File: config.mk
export PLATFORM = sky130hd
export DESIGN_NAME = mem_arbiter
export DESIGN_NICKNAME = d
export VERILOG_FILES = /design/src/rtl/mem_arbiter_pkg.sv /design/src/rtl/mem_arbiter_rr.sv /design/src/rtl/mem_arbiter.sv
export SDC_FILE = /design/constraint.sdc
export NUM_CORES = 1
export LEC_CHECK = 0
export BUFFER_PORTS_ARGS = -buffer_cell sky130_fd_sc_hd__buf_4
export CAP_MARGIN = 20
export CELL_PAD_IN_SITES_DETAIL_PLACEMENT = 0
export CELL_PAD_IN_SITES_GLOBAL_PLACEMENT = 1
export CORE_AREA = 2 2 118 120
export CTS_CLUSTER_DIAMETER = 50
export DETAILED_ROUTE_END_ITERATION = 10
export DIE_AREA = 0 0 120 122
export GPL_TIMING_DRIVEN = 0
export PLACE_DENSITY_LB_ADDON = 0.1
export SYNTH_ARGS = -nofsm -noshare
export SYNTH_HDL_FRONTEND = slang
export SYNTH_SLANG_ARGS = --single-unit
File: constraint.sdc
create_clock -name clock -period 3.33 [get_ports clock]
set_clock_uncertainty 0.15 [all_clocks]
set_input_delay 0.4995 -clock clock [delete_from_list [all_inputs] [get_ports clock]]
set_output_delay 0.4995 -clock clock [all_outputs]
set_load 0.02 [all_outputs]
File: src/rtl/mem_arbiter_pkg.sv
// mem_arbiter_pkg
// Shared definitions for memory-side controllers: the three-phase access
// state encoding and the logic level constants used on enables and pulses.
package mem_arbiter_pkg;

    typedef enum logic [1:0] {
        IDLE   = 2'd0,
        ACCESS = 2'd1,
        RESP   = 2'd2
    } arb_state_t;

    localparam logic ON  = 1'b1;
    localparam logic OFF = 1'b0;

endpackage

File: src/rtl/mem_arbiter_rr.sv
// rr_arbiter2
// Two-input round-robin grant. Purely combinational; the caller owns the
// last_grant register and updates it when a grant is actually taken.
// Ports:
//   valid0, valid1 : request pending on port 0 / port 1
//   last_grant     : port that won the previous accepted transaction
//   grant_valid    : at least one port is requesting
//   grant          : index of the winning port (meaningful with grant_valid)
module rr_arbiter2
    import mem_arbiter_pkg::*;
(
    input  logic valid0,
    input  logic valid1,
    input  logic last_grant,
    output logic grant_valid,
    output logic grant
);

    // A lone requester always wins; on a tie the port that did not win
    // last time goes next, so two busy ports alternate.
    always_comb begin
        grant_valid = valid0 | valid1;
        if (valid0 && valid1) begin
            grant = ~last_grant;
        end else begin
            grant = valid1;
        end
    end

endmodule

File: src/rtl/mem_arbiter.sv
// mem_arbiter
// Shares one single-port memory between two requesters. Each transaction
// goes IDLE -> ACCESS -> RESP, so a response appears two cycles after the
// accepting edge and at most one transaction is in flight.
// Ports:
//   clock, reset                 : clock, asynchronous active-high reset
//   reqN_valid/ready             : request handshake for port N (N = 0,1)
//   reqN_write/addr/wdata        : request fields, held stable until ready
//   respN_valid/rdata/err        : one-cycle completion pulse with read data
//                                  and invalid-address flag
//   mem_write_enabled/read_enabled, mem_address, mem_wdata : to memory
//   mem_rdata (combinational), mem_err (registered)          : from memory
module mem_arbiter
    import mem_arbiter_pkg::*;
#(
    parameter int   WORD_SIZE   = 32,
    parameter int   MEMORY_SIZE = 1024,
    parameter logic ON          = mem_arbiter_pkg::ON,
    parameter logic OFF         = mem_arbiter_pkg::OFF
) (
    input  logic                 clock,
    input  logic                 reset,
    input  logic                 req0_valid,
    output logic                 req0_ready,
    input  logic                 req0_write,
    input  logic [WORD_SIZE-1:0] req0_addr,
    input  logic [WORD_SIZE-1:0] req0_wdata,
    input  logic                 req1_valid,
    output logic                 req1_ready,
    input  logic                 req1_write,
    input  logic [WORD_SIZE-1:0] req1_addr,
    input  logic [WORD_SIZE-1:0] req1_wdata,
    output logic                 resp0_valid,
    output logic [WORD_SIZE-1:0] resp0_rdata,
    output logic                 resp0_err,
    output logic                 resp1_valid,
    output logic [WORD_SIZE-1:0] resp1_rdata,
    output logic                 resp1_err,
    output logic                 mem_write_enabled,
    output logic                 mem_read_enabled,
    output logic [WORD_SIZE-1:0] mem_address,
    output logic [WORD_SIZE-1:0] mem_wdata,
    input  logic [WORD_SIZE-1:0] mem_rdata,
    input  logic                 mem_err
);

    // Address range checking belongs to the memory; the size is kept only
    // so a nonsensical configuration is caught at elaboration.
    if (MEMORY_SIZE < 1) begin : g_memory_size_check
        $error("mem_arbiter: MEMORY_SIZE must be positive");
    end

    arb_state_t           state, state_next;
    logic                 owner_q, write_q, last_grant_q;
    logic [WORD_SIZE-1:0] addr_q, wdata_q;
    logic                 grant_valid, grant, accept;
    logic                 sel_write;
    logic [WORD_SIZE-1:0] sel_addr, sel_wdata;

    rr_arbiter2 u_rr (
        .valid0      (req0_valid),
        .valid1      (req1_valid),
        .last_grant  (last_grant_q),
        .grant_valid (grant_valid),
        .grant       (grant)
    );

    // Request fields of whichever port currently wins arbitration.
    always_comb begin
        sel_write = grant ? req1_write : req0_write;
        sel_addr  = grant ? req1_addr  : req0_addr;
        sel_wdata = grant ? req1_wdata : req0_wdata;
    end

    // State register; reset drops back to IDLE immediately, which also
    // kills an in-progress write enable.
    always_ff @(posedge clock or posedge reset) begin
        if (reset) begin
            state <= IDLE;
        end else begin
            state <= state_next;
        end
    end

    // Transaction latch. last_grant resets to 1 so port 0 wins the first tie.
    always_ff @(posedge clock or posedge reset) begin
        if (reset) begin
            owner_q      <= 1'b0;
            write_q      <= 1'b0;
            addr_q       <= '0;
            wdata_q      <= '0;
            last_grant_q <= 1'b1;
        end else if (accept) begin
            owner_q      <= grant;
            write_q      <= sel_write;
            addr_q       <= sel_addr;
            wdata_q      <= sel_wdata;
            last_grant_q <= grant;
        end
    end

    // Next state and control outputs. Ready is only offered in IDLE and is
    // held off while reset is high even though the state is already IDLE.
    // The write enable lives only in ACCESS so each write sees one edge;
    // reads keep the read enable through RESP where the data is returned.
    always_comb begin
        state_next        = state;
        accept            = OFF;
        req0_ready        = OFF;
        req1_ready        = OFF;
        mem_write_enabled = OFF;
        mem_read_enabled  = OFF;
        resp0_valid       = OFF;
        resp1_valid       = OFF;
        case (state)
            IDLE: begin
                if (grant_valid && !reset) begin
                    accept     = ON;
                    state_next = ACCESS;
                    if (grant) begin
                        req1_ready = ON;
                    end else begin
                        req0_ready = ON;
                    end
                end
            end
            ACCESS: begin
                mem_write_enabled = write_q ? ON : OFF;
                mem_read_enabled  = write_q ? OFF : ON;
                state_next        = RESP;
            end
            RESP: begin
                mem_read_enabled = write_q ? OFF : ON;
                if (owner_q) begin
                    resp1_valid = ON;
                end else begin
                    resp0_valid = ON;
                end
                state_next = IDLE;
            end
            default: begin
                state_next = IDLE;
            end
        endcase
    end

    // The memory always sees the latched transaction; response data is
    // forced to zero outside the owner's pulse so idle ports stay quiet.
    always_comb begin
        mem_address = addr_q;
        mem_wdata   = wdata_q;
        resp0_rdata = resp0_valid ? mem_rdata : '0;
        resp0_err   = resp0_valid ? mem_err : OFF;
        resp1_rdata = resp1_valid ? mem_rdata : '0;
        resp1_err   = resp1_valid ? mem_err : OFF;
    end

endmodule

==> results.ini, run 1 <==
[floorplan]
die_y_um = 122
io_pins = 303
die_area_sq_mm = 0.0146
start_util_pct = 27.3
core_sq_mm = 0.0135
die_w_um = 120
num_rows = 43

[finish]
fin_cells = 827
layout-drive-gt1-share_pct = 53.6
nets = 814
area_delta_synth_final_pct = 77.4
num_antenna_cells = 0
final_area_sq_mm = 0.00655
fillers = 1272

[synthesis]
synth_common_cells = dfrtp_1 (68), a21boi_0 (65), a221o_1 (65)
yosys-top-cells-area = dfrtp_1 (46%), a221o_1 (18%), a21boi_0 (13%)
yosys.area_share.adder_pct = 1.36
synthCells = 329
ys_seq_area_share_pct = 46.8
syn_nets = 500
syn-cell-area_sq_mm = 0.00369
synth.most_common_cell = dfrtp_1
yosysUniqueCellTypes = 23
yosysTopAreaCell = dfrtp_1
async_flop_share_pct = 100
synth_seq_cells = 69
synth-edff-count = 0
synth_top_cell_area_share_pct = 46.1
synth_mux_area_share_pct = 0.305
synth_compound_area_share_pct = 31.4
synth_top_family_by_area = compound AO/OA/AOI/OAI gates
post_synth_and_or_nand_nor_area_fraction_pct = 13.8
syn_area_per_cell_sq_um = 11.2
yosysWarnings = 0
synth-xor-area-share_pct = 0
synth_ff_type = dfrtp_1

[sta]
max_slew_margin_pct = 67.8
worst_slew_pin_slew_ns = 0.483
fin_crit_ns = 2.95
fmax_mhz = 339
rsz0062_at_grt = no
timing.final.max_slew_violations = 0
hold_viol_final = 0
setup_viol = 0
layout_setup_ws_ns = 0.378
fin_setup_tns_ns = 0
fin_crit_sh_pct = 88.7

[global_route]
grt_overflow = 0
grt_first_pass_wirelength_um = 22600
antenna_found_initial = 0
grt_pass1_vias = 4127
grt_max_degree = 44
grt_use_total_pct = 19.8

[worst_setup_path]
worstPathMaxFanout = 10
reg2reg_slack_ns = 1.10
end_kind = output pin
startpoint_type = flip-flop
crit_type = flip-flop to output pin
critPathArrivalTime_ns = 2.30
required_ns = 2.68

[clocking]
clock-sinks = 69
post_cts.repair.setup_buffers = 0
cts_tree = yes
clock_latency_ns = 0.33
clockBufferDepth = 2
numCtsBuffers = 9
ctsHtreeMaxLevel = 3
cts_resized = 0
path_clk_slew_ns = 0.06
cts_hold_buf = 0
root_buffer = clkbuf_16

[placement]
dp_hpwl_um = 11400
placed_area_sq_mm = 0.00621
gp_congestion = 0.755
placedCellCount = 812
pre_cts_ws_ns = 0.718
numPortBuffers = 302

[power_and_ir_drop]
power.density_mw_per_mm2 = 820
leakage_nw = 3.42
ir_drop_mv = 0.338

[min_path]
min_path_type = input port to asynchronous set/reset pin

[drt]
wl_um = 14700
vias = 3997
viasPerCell = 4.83
drt_first_pass_iters = 4
ant_nets = 0
wire_per_inst_um = 17.8
drt_iter0_drc = 173
drcViolationCount = 0

[outcome]
status = completed

[run]
max_cap_viol_count = 0

## metal layers
metal	global-route usage (%)	vias up	routed length, um	part of all wire [%]
li1	-	1891	-	-
met1	23.2	1909	5770	39
met2	34.7	188	7460	51
met3	6.84	9	1300	8.9
met4	4.93	0	156	1.1
met5	0	-	0	0
## worst max-delay path, cell delays in order, from the launching register on
cell	delay (ns)
dfrtp_1	0.41
inv_1	0.09
ha_1	0.31
nor2b_1	0.39
clkbuf_1	0.36
and2_1	0.24
buf_4	0.16
## cells in the final DEF (no fill, tap or decap), drive strengths merged
cell type  count
dfstp          1
clkinv         1
nand2b         1
dfrtp         68
o21ai          1
inv            4
or2            1
and2          35
a221o         65
clkbuf        28
nor2           3
a21oi          3
ha             4
and3          35
a21boi        65
nand2          1
nor2b          4
buf          322
bufinv         3
mux2           1
clkinvlp       1
## stage by stage
step	hold slack, ns	power, mW	util [%]
floorplan	0.349	3.04	-
global placement	0.367	4.28	45.8
detailed placement	0.382	4.31	46.0
CTS	0.0532	5.44	48.5
global route	0.0647	5.72	48.5
finish	0.0343	5.37	48.5
## sequential cells by signal, summed over array words and instances, names as in the netlist
name          cells
last_grant_q      1
mem_address      32
mem_wdata        32
owner_q           1
state             2
write_q           1
## layout make-up
cell class | count | area [sq um] | area share [%]
repair buffers | 303 | 2290 | 35.0
well taps | 180 | 225 | 3.44
multi-input cells | 219 | 1730 | 26.4
plain buffers | 38 | 223 | 3.40
clock buffers | 9 | 225 | 3.44
clock inverters | 6 | 111 | 1.70
inverters | 3 | 13.8 | 0.210
flip-flops and latches | 69 | 1730 | 26.4
## worst paths after layout
| check | from | cells after the start | endpoint |
|---|---|---|---|
| min in group clock | req0_addr[7] | 2 | mem_address[7] |
| min | reset | 2 | mem_address[18] |
| max | state[0] | 6 | resp0_rdata[28] |
| min reg2reg | last_grant_q | 2 | last_grant_q |
| max in group asynchronous | reset | 3 | last_grant_q |
| max reg2reg | state[0] | 7 | mem_wdata[6] |
## kinds of logic (layout without fill, tap and decap cells)
| family | Yosys count | in the layout |
|---|---|---|
| buffers and inverters | 41 | 359 |
| DFF | 69 | 69 |
| muxes | 1 | 1 |
| AOI/OAI and AO/OA | 134 | 134 |
| adders and majority gates | 4 | 4 |
| and+or+nand+nor | 80 | 80 |
## power breakdown
group	total (mW)	internal [mW]	leakage, nW	switching (mW)
clock network	1.10	0.728	0.162	0.371
logic	2.81	1.35	2.41	1.46
registers	1.47	1.24	0.856	0.229
(Power assumes the default switching activity.)
==> inputs of run 2 (changes only) <==
--- a/config.mk
+++ b/config.mk
@@ -7,14 +7,12 @@
 export LEC_CHECK = 0
 export BUFFER_PORTS_ARGS = -buffer_cell sky130_fd_sc_hd__buf_4
 export CAP_MARGIN = 20
-export CELL_PAD_IN_SITES_DETAIL_PLACEMENT = 0
-export CELL_PAD_IN_SITES_GLOBAL_PLACEMENT = 1
-export CORE_AREA = 2 2 118 120
+export CORE_AREA = 2 2 119 121
 export CTS_CLUSTER_DIAMETER = 50
 export DETAILED_ROUTE_END_ITERATION = 10
-export DIE_AREA = 0 0 120 122
+export DIE_AREA = 0 0 121 123
 export GPL_TIMING_DRIVEN = 0
-export PLACE_DENSITY_LB_ADDON = 0.1
+export REMOVE_ABC_BUFFERS = 1
 export SYNTH_ARGS = -nofsm -noshare
 export SYNTH_HDL_FRONTEND = slang
 export SYNTH_SLANG_ARGS = --single-unit
==> results.ini, run 2 (synthesis results as in run 1) <==
[outcome]
status = completed

[placement]
gp_congestion = 0.793
pre_cts_ws_ns = 0.123
dp_hpwl_um = 10900
placedCellCount = 776
numPortBuffers = 302

[clocking]
ctsHtreeMaxLevel = 3
cts_tree = yes
clockBufferDepth = 2
clock_latency_ns = 0.33
root_buffer = clkbuf_16
path_clk_slew_ns = 0.06
numCtsBuffers = 9
post_cts.repair.setup_buffers = 0
clock-sinks = 69

[floorplan]
core_sq_mm = 0.0136
die_area_sq_mm = 0.0149
start_util_pct = 27.1
die_y_um = 123
io_pins = 303
num_rows = 43
die_w_um = 121

[global_route]
grt_overflow = 0
grt_first_pass_wirelength_um = 22600
antenna_found_initial = 0
grt_pass1_vias = 3924
grt_max_degree = 69
grt_use_total_pct = 20.1

[worst_setup_path]
reg2reg_slack_ns = 0.79
worstPathMaxFanout = 34
crit_start = reset
required_ns = 2.68
critPathArrivalTime_ns = 2.46
r2r_cells = 5
end_kind = output pin
reg2reg_to = mem_wdata[26]
cp-endpoint = req0_ready
r2r_start = state[1]
startpoint_type = input port
crit_type = input port to output pin

[power_and_ir_drop]
ir_drop_mv = 0.393
leakage_nw = 3.32
power.density_mw_per_mm2 = 834
finalPower_mw = 5.33

[drt]
ant_nets = 0
drt_iter0_drc = 160
drt_first_pass_iters = 4
wire_per_inst_um = 20.0
viasPerCell = 5.04
vias = 4011
drcViolationCount = 0
wl_um = 15900

[sta]
fin_crit_ns = 3.11
hold_ws_ns = 0.246
max_slew_margin_pct = 44.3
hold_viol_final = 0
setup_viol = 0
rsz0062_at_grt = no
layout_setup_ws_ns = 0.222
fin_crit_sh_pct = 93.3
worst_slew_pin_slew_ns = 0.836
timing.final.max_slew_violations = 0
fin_setup_tns_ns = 0
fmax_mhz = 322

[min_path]
min_path_type = input port to flip-flop

[finish]
final_common_cell = buf_4
area_delta_synth_final_pct = 73.2
fin_cells = 796
final_cell_mix = buf_4 (302), dfrtp_1 (68), a21boi_0 (65), a221o_1 (65), and2_1 (35)
nets = 782
layout-drive-gt1-share_pct = 54.1
num_antenna_cells = 0

[run]
max_cap_viol_count = 0

[run 2: cell count changes in the layout (fill, tap and decap cells not counted), sizes merged]
cell and delta:
dlygate4sd3 +1, nor2b +1, buf -17, bufinv -1, and3 +2, clkbuf -17
[run 2: through the flow]
| stage | util (%) | area, sq um |
|---|---|---|
| floorplan | - | 3470 |
| global placement | 43.8 | 5960 |
| detailed placement | 44.3 | 6020 |
| CTS | 46.9 | 6380 |
| global route | 47.0 | 6400 |
| finish | 47.0 | 6400 |
[run 2: worst max-delay path, stage by stage]
cell           delay (ns)
dlygate4sd3_1        0.55
buf_4                0.17
nor2b_4              0.40
and3_4               0.59
buf_4                0.23
[run 2: worst min-delay path by stage]
stage	start	slack, ns	to	cells past startpoint
finish	req1_wdata[21]	0.25	mem_wdata[21]	2
global route	req1_wdata[12]	0.23	mem_wdata[12]	2
CTS	req0_wdata[8]	0.23	mem_wdata[8]	2
detailed placement	reset	0.30	mem_wdata[10]	2
global placement	last_grant_q	0.37	last_grant_q	2
floorplan	last_grant_q	0.35	last_grant_q	2
[run 2: cell type report]
cell class                 count  area, sq um
multi-input combinational    222         1760
tap                          180          225
clock inverter                 5         81.3
timing repair buffer         306         2340
sequential                    69         1730
clock buffer                  11          253
fill                        1279         7220
inverter                       3         13.8
[run 2: where the power goes]
group          total [mW]  switching, mW  internal, mW
Sequential           1.50          0.266          1.24
Combinational        2.76           1.45          1.31
Clock                1.07          0.371         0.698
Total                5.33           2.09          3.24
[run 2: routing by layer]
metal  vias up  track usage (%)  share of wire [%]
li1       1828                -                  -
met4         0             6.69                2.2
met3        18             6.00                9.3
met1      1939             22.4                 37
met2       226             36.4                 52
met5         -                0                  0
[run 2: timing repair]
| item | CTS | global route |
|---|---|---|
| pin swaps | 2 | 1 |
| hold buffers | 1 | 0 |
| gates cloned | 2 | 1 |
| endpoints found under the setup margin | 22 | 21 |
| endpoints found under the hold margin | 10 | 0 |
| resized for setup | 1 | 1 |
==> inputs of run 3 (changes only) <==
--- a/config.mk
+++ b/config.mk
@@ -5,12 +5,12 @@
 export SDC_FILE = /design/constraint.sdc
 export NUM_CORES = 1
 export LEC_CHECK = 0
-export BUFFER_PORTS_ARGS = -buffer_cell sky130_fd_sc_hd__buf_4
 export CAP_MARGIN = 20
-export CORE_AREA = 2 2 119 121
+export CORE_AREA = 2 2 118 120
 export CTS_CLUSTER_DIAMETER = 50
 export DETAILED_ROUTE_END_ITERATION = 10
-export DIE_AREA = 0 0 121 123
+export DIE_AREA = 0 0 120 122
+export DONT_BUFFER_PORTS = 1
 export GPL_TIMING_DRIVEN = 0
 export REMOVE_ABC_BUFFERS = 1
 export SYNTH_ARGS = -nofsm -noshare
==> results.ini, run 3 (synthesis results as in run 1) <==
[finish]
final_area_sq_mm = 0.00410
final_common_cell = dfrtp_1
nets = 477
fin_cells = 493
area_delta_synth_final_pct = 11.0
final_util_pct = 30.3
layout-drive-gt1-share_pct = 9.32
final_cell_mix = dfrtp_1 (68), a21boi_0 (65), a221o_1 (65), and2_1 (35), and3_1 (33)

[sta]
max_slew_margin_pct = 36.3
hold_viol_final = 0
timing.final.max_slew_violations = 0
hold_ws_ns = 0.0759
setup_viol = 0
fin_crit_ns = 3.17
worst_slew_pin_slew_ns = 0.955
rsz0062_at_grt = no
fmax_mhz = 315
fin_crit_sh_pct = 95.3

[clocking]
clock-sinks = 69
numCtsBuffers = 9
ctsHtreeMaxLevel = 3
clock_latency_ns = 0.33
clockBufferDepth = 2
cts_tree = yes
cts_hold_buf = 0
path_clk_slew_ns = 0.07
root_buffer = clkbuf_16

[worst_setup_path]
crit_buf_inv = 2
crit_slowest_cell = nor2b_4
worstPathMaxFanout = 41
startpoint_type = flip-flop
path_delay_family = simple AND/OR/NAND/NOR gates
cp_slowest_stage_delay_ns = 0.53
required_ns = 2.68
crit_type = flip-flop to output pin
crit_chain = inv_1 > ha_1 > nor2b_4 > buf_16 > and3_4
end_kind = output pin
critPathArrivalTime_ns = 2.52

[placement]
placedCellCount = 472
numPortBuffers = 0
placed_area_sq_mm = 0.00373
dp_hpwl_um = 8110
gp_congestion = 0.773

[power_and_ir_drop]
sw_frac_of_total_pct = 43.3
power.density_mw_per_mm2 = 1080
combPwrFrac_pct = 30.3
leakage_nw = 1.79
finalPower_mw = 4.44
p_sw_mw = 1.92
p_int_mw = 2.52
ir_drop_mv = 0.329
power_frac_clock_pct = 24.2
p_seq_share_pct = 45.4

[drt]
ant_nets = 0
wl_um = 13200
drt_first_pass_iters = 4
drt_iter0_drc = 148
viasPerCell = 5.99
vias = 2953
wire_per_inst_um = 26.7
drcViolationCount = 0

[floorplan]
die_area_sq_mm = 0.0146
core_sq_mm = 0.0135
io_pins = 303
die_w_um = 120
start_util_pct = 27.3
num_rows = 43
die_y_um = 122

[global_route]
antenna_found_initial = 1
grt_first_pass_wirelength_um = 17600
grt_overflow = 0
grt_max_degree = 71
grt_use_total_pct = 16.5
grt_pass1_vias = 2922

[min_path]
min_path_type = input port to asynchronous set/reset pin

[outcome]
status = completed

[run]
max_cap_viol_count = 0

## run 3: cell types whose count changed in the layout (fill, tap and decap cells not counted), sizes merged
| cell | before | now |
|---|---|---|
| buf | 305 | 1 |
| diode | 0 | 2 |
| dlygate4sd3 | 1 | 0 |
## run 3: worst paths after layout
kind	cells past startpoint	slack (ns)	startpoint	end
max	5	0.16	state[1]	req1_ready
min in group clock	1	0.15	req0_addr[2]	mem_address[2]
max in group asynchronous	1	2.37	reset	mem_wdata[0]
max reg2reg	6	0.40	state[1]	mem_wdata[10]
min reg2reg	2	0.39	last_grant_q	last_grant_q
min	1	0.08	reset	mem_address[26]
## run 3: timing repair
action                                 in CTS  in global routing
setup buffers                               0                  0
cloned                                      2                  1
setup endpoints to repair                  35                  2
pin swaps                                   2                  0
gates resized for setup                     2                  0
endpoints found under the hold margin       0                  0
## run 3: power by group through the flow
stage / logic [mW] / clock network [mW] / registers [mW]
floorplan: 1.04 / 0 / 1.90
global placement: 1.22 / 0 / 2.02
detailed placement: 1.30 / 0 / 2.01
CTS: 1.34 / 1.10 / 2.02
global route: 1.47 / 1.15 / 2.06
finish: 1.35 / 1.08 / 2.02
## run 3: final cells by class
type	count	area (sq um)
well taps	180	225
fillers	1360	9410
diodes	2	5.00
clock buffers	11	253
inverters	3	13.8
multi-input cells	222	1760
clock inverters	5	81.3
flip-flops and latches	69	1730
repair buffers	1	27.5
## run 3: metrics by stage
stage / worst slack, ns / TNS [ns]
final: 0.156 / 0
after global routing: 0.0274 / 0
after CTS: 0.0633 / 0
after detailed placement: 0.0558 / 0
after global placement: -0.312 / -8.62
after floorplan: 0.281 / 0
## run 3: metal layers
layer,track usage (%),routed length [um],vias to the layer above
li1,-,-,1224
met1,18.6,4990,1474
met2,28.0,6700,235
met3,5.34,1090,20
met4,8.60,384,0
met5,0,0,-
